===== src/rtl/fetch_unit.sv =====
// fetch_unit: PC register and IF stage with one outstanding imem request,
// a one-entry decode-stall hold buffer and redirect kill tracking.
module fetch_unit #(
    parameter logic [31:0] PC_RESET = 32'h0000_3000
) (
    input  logic        clk,
    input  logic        reset,
    input  logic [31:0] npc_in,
    input  logic        redirect,
    input  logic        stall_id,
    output logic        imem_req,
    output logic [31:0] imem_addr,
    input  logic        imem_ready,
    input  logic        imem_rvalid,
    input  logic [31:0] imem_rdata,
    output logic [31:0] pc,
    output logic [31:0] pc4,
    output logic        id_valid,
    output logic [31:0] id_instr,
    output logic [31:0] id_pc
);

    typedef enum logic [1:0] {
        S_FETCH,
        S_WAIT,
        S_HOLD
    } state_t;

    typedef struct packed {
        logic [31:0] instr;
        logic [31:0] addr;
    } if_id_t;

    state_t state, state_n;
    logic [31:0] pc_n;
    logic kill, kill_n;
    if_id_t hold_q, hold_n;
    logic hold_wr;
    if_id_t ifid_q, ifid_n;
    logic valid_n;
    logic acc;

    assign imem_addr = pc;
    assign pc4       = pc + 32'd4;
    assign id_instr  = ifid_q.instr;
    assign id_pc     = ifid_q.addr;

    always_comb begin
        acc      = !stall_id || !id_valid;
        state_n  = state;
        pc_n     = pc;
        kill_n   = kill;
        hold_n   = hold_q;
        hold_wr  = 1'b0;
        ifid_n   = ifid_q;
        // drain when decode takes the word, hold while it is stalled
        valid_n  = id_valid && stall_id;
        imem_req = 1'b0;
        unique case (state)
            S_FETCH: begin
                imem_req = 1'b1;
                // a response still in flight from before a reset retires here
                if (imem_rvalid) kill_n = 1'b0;
                if (redirect) pc_n = npc_in;
                if (imem_ready) begin
                    state_n = S_WAIT;
                    if (redirect) kill_n = 1'b1;
                end
            end
            S_WAIT: begin
                if (redirect) begin
                    pc_n = npc_in;
                    if (imem_rvalid) begin
                        kill_n  = 1'b0;
                        state_n = S_FETCH;
                    end else begin
                        kill_n = 1'b1;
                    end
                end else if (imem_rvalid) begin
                    state_n = S_FETCH;
                    if (kill) begin
                        kill_n = 1'b0;
                    end else if (acc) begin
                        ifid_n  = '{instr: imem_rdata, addr: pc};
                        valid_n = 1'b1;
                        pc_n    = npc_in;
                    end else begin
                        hold_n  = '{instr: imem_rdata, addr: pc};
                        hold_wr = 1'b1;
                        state_n = S_HOLD;
                    end
                end
            end
            S_HOLD: begin
                if (redirect) begin
                    pc_n    = npc_in;
                    state_n = S_FETCH;
                end else if (acc) begin
                    ifid_n  = hold_q;
                    valid_n = 1'b1;
                    pc_n    = npc_in;
                    state_n = S_FETCH;
                end
            end
            default: state_n = S_FETCH;
        endcase
    end

    always_ff @(posedge clk) begin
        if (!reset) begin
            state    <= S_FETCH;
            pc       <= PC_RESET;
            kill     <= (state == S_WAIT);
            hold_q   <= '0;
            ifid_q   <= '0;
            id_valid <= 1'b0;
        end else begin
            state    <= state_n;
            pc       <= pc_n;
            kill     <= kill_n;
            if (hold_wr) hold_q <= hold_n;
            ifid_q   <= ifid_n;
            id_valid <= valid_n;
        end
    end

endmodule


===== config.mk =====
export PLATFORM = sky130hd
export DESIGN_NAME = fetch_unit
export DESIGN_NICKNAME = d
export VERILOG_FILES = /design/src/rtl/fetch_unit.sv
export SDC_FILE = /design/constraint.sdc
export NUM_CORES = 1
export LEC_CHECK = 0
export CORE_UTILIZATION = 43
export DETAILED_ROUTE_END_ITERATION = 12
export GPL_ROUTABILITY_DRIVEN = 0
export PLACE_DENSITY_LB_ADDON = 0.12
export SLEW_MARGIN = 20
export SYNTH_ARGS = -nofsm -noshare
export SYNTH_HDL_FRONTEND = slang
export SYNTH_SLANG_ARGS = --single-unit

===== constraint.sdc =====
create_clock -name clk -period 1.9 [get_ports clk]
set_input_delay 0.19 -clock clk [delete_from_list [all_inputs] [get_ports clk]]
set_output_delay 0.19 -clock clk [all_outputs]
set_load 0.01 [all_outputs]

==> impl_metrics.json <==
{
  "syn_nets": 939,
  "finalCriticalPeriod_ns": 2.15,
  "portBuffers": 231,
  "clock_skew_ns": 0.00885,
  "avgRoutedWirePerCell_um": 16.3,
  "cts_max_level": 4,
  "cts_buffers": 17,
  "nets": 1191,
  "synth.cell_area_um2": 7590,
  "antenna_cells": 0,
  "dp.cells": 1299,
  "drive_gt1_share_pct": 23.7,
  "max_freq_ghz": 0.464,
  "hold_slack_ns": 0.303,
  "status": "finished with violations",
  "start_kind": "register",
  "antenna_found_initial": 0,
  "via_count": 6914,
  "final_cell_mix": "nand2_1 (201), clkdlybuf4s50_1 (200), dfxtp_1 (154)",
  "synth.distinct_cells": 41,
  "slew_headroom_pct": 72.1,
  "area_growth_pct": 52.2,
  "placed_area_um2": 10400,
  "fp-row-count": 48,
  "power.total_mw": 8.49,
  "root_buffer": "clkbuf_16",
  "coreArea_um2": 17200,
  "clk_pin_slew_ns": 0.07,
  "grt_pass1_vias": 6357,
  "ios": 232,
  "cellLeakagePower_nw": 4.04,
  "grt_usage_pct": 23.1,
  "synth-seq-cells": 164,
  "cp_data_required_time_ns": 1.71,
  "stdcell_count": 1354,
  "hold_path.class": "primary input to register",
  "worstSetupPathType": "register to output port",
  "finalWorstSetupSlack_ns": -0.255,
  "overflow": 0,
  "drv_cap": 0,
  "vias_per_cell": 5.11,
  "rsz0062_at_grt": "true",
  "cp.arrival_ns": 1.96,
  "syn_avg_cell_area_um2": 8.78,
  "fin_crit_sh_pct": 113,
  "wirelength_um": 22000,
  "drt_iter0_markers": 404,
  "slew_violations": 0,
  "drtPass1Iterations": 5,
  "cts_tree": "done",
  "grt_max_degree": 72,
  "cp_max_fo": 5,
  "die_w_um": 135,
  "grt_pass1_wl_um": 32800,
  "vdd_drop_max_mv": 0.653,
  "die_area_um2": 18200,
  "final_area_um2": 11500,
  "synth_cells": 864,
  "cts.sinks": 164,
  "power_density_nw_per_um2": 735,
  "ys_seq_area_share_pct": 43.4,
  "initial_core_util_pct": 44.0,
  "place_hpwl_um": 13400,
  "clock_latency_ns": 0.42,
  "fp.dieH_um": 135,
  "ys_warn_count": 0,
  "hold_viol": 0,
  "clock_path_buffers": 2,
  "end_kind": "output port",
  "setup_violations": 20,
  "drtAntennaViolNets": 0,
  "worst_pin_slew_ns": 0.419,
  "post-route-drc-count": 0,
  "violations": "negative setup slack",
  "final_common_cell": "nand2_1"
}
==> layout make-up <==
cell class / instances / area (um2)
Inverter: 7 / 33.8
Timing Repair Buffer: 335 / 3460
Multi-Input combinational cell: 591 / 3900
Tap cell: 225 / 282
Clock inverter: 14 / 125
Fill cell: 1483 / 5690
Clock buffer: 18 / 439
Sequential cell: 164 / 3300
==> synth_stat cells <==
cell        n  share of area [%]
nor2b_1     2               0.16
buf_6       6               0.89
nand3_1    16                1.1
or4b_1      1               0.13
nand4_1    10               0.82
buf_1       1              0.049
a221o_1     1               0.13
nor4_4      2               0.56
nor3_1      3               0.20
clkbuf_1   26                1.3
xnor2_1    25                2.9
nand2b_1    4               0.33
nor3b_1     1              0.099
nor2_1     70                3.5
o221a_2     1               0.15
and4_1      4               0.46
xor2_1      3               0.35
buf_4      40                4.0
or2_2       1              0.082
nor3b_4     1               0.25
inv_1       6               0.30
ha_1        5               0.82
mux2i_1    65                8.6
nor4b_1     1               0.12
buf_2      28                1.8
dfxtp_1   163                 43
or3_1       1              0.082
o221ai_1    1               0.12
clkbuf_2    1              0.066
nand2_1   204                 10
a211oi_2   56                9.2
o21ai_0     1              0.066
a21oi_1    94                6.2
a31oi_1     2               0.16
a221oi_1    1               0.12
nand4b_1    1               0.12
and3_1      3               0.25
nand3b_1    2               0.20
edfxtp_1    1               0.40
a211oi_1    9               0.89
inv_2       1              0.049
==> metal layers <==
layer / vias to the layer above / global-route usage (%) / wire, um
met3: 24 / 5.14 / 1410
met1: 3256 / 29.1 / 9580
met5: - / 0 / 0
li1: 3415 / - / -
met4: 0 / 7.74 / 295
met2: 219 / 39.0 / 10800
==> cell families after synthesis <==
family | count (synthesis) | synth area share, %
AND/OR/NAND/NOR | 327 | 18.5
AO/OA/AOI/OAI | 166 | 17.1
flip-flops | 164 | 43.4
buffers and inverters | 109 | 8.44
multiplexers | 65 | 8.57
XOR/XNOR | 28 | 3.23
adder cells (fa/ha/maj) | 5 | 0.824
==> stage by stage <==
step	setup TNS (ns)	utilization, %	setup WS, ns
2_1_floorplan	0	-	0.0158
3_3_place_gp	-6.40	60.5	-0.193
3_5_place_dp	-8.44	60.5	-0.241
4_1_cts	-5.67	65.6	-0.307
5_1_grt	-5.73	67.0	-0.363
6_report	-3.56	67.0	-0.255
==> registers in the layout, indices dropped and copies added, names as in the netlist <==
register   flops
imem_addr     32
state          2
id_pc         32
hold_q        64
kill           1
id_valid       1
id_instr      32
==> what timing repair did <==
| action | 4_1_cts | 5_1_grt |
|---|---|---|
| hold buffers | 0 | 0 |
| gates resized for setup | 134 | 43 |
| setup buffers | 11 | 5 |
| pin swaps | 16 | 50 |
| gates cloned | 7 | 6 |
| endpoints found under the setup margin | 75 | 128 |
==> worst paths after layout <==
kind | start | endpoint | slack (ns) | cells past startpoint
hold reg to reg | hold_q[59]$_SDFFE_PN0P_ | hold_q[59]$_SDFFE_PN0P_ | 0.45 | 2
hold / removal | npc_in[9] | imem_addr[9]$_SDFFE_PN0P_ | 0.30 | 3
setup / recovery | imem_addr[3]$_SDFFE_PN0P_ | pc4[19] | -0.25 | 9
setup reg to reg | state[1]$_SDFFE_PN0P_ | id_pc[8]$_SDFFE_PN0P_ | 0.08 | 10
==> report_power, final <==
group          internal (mW)  switching (mW)  leakage, nW
registers               3.56          0.0768         1.34
logic                  0.832           0.731         2.43
clock network           1.85            1.44        0.273
total                   6.24            2.25         4.04
==> critical path, stage by stage (launching register included) <==
cell and delay [ns]:
dfxtp_2 0.35, buf_4 0.12, nand2_2 0.07, nor4_4 0.26, buf_6 0.15, buf_12 0.10, buf_16 0.11, nand3_2 0.08
xnor2_1 0.16, buf_2 0.15
Note: power is estimated with default switching activity, not from simulation.
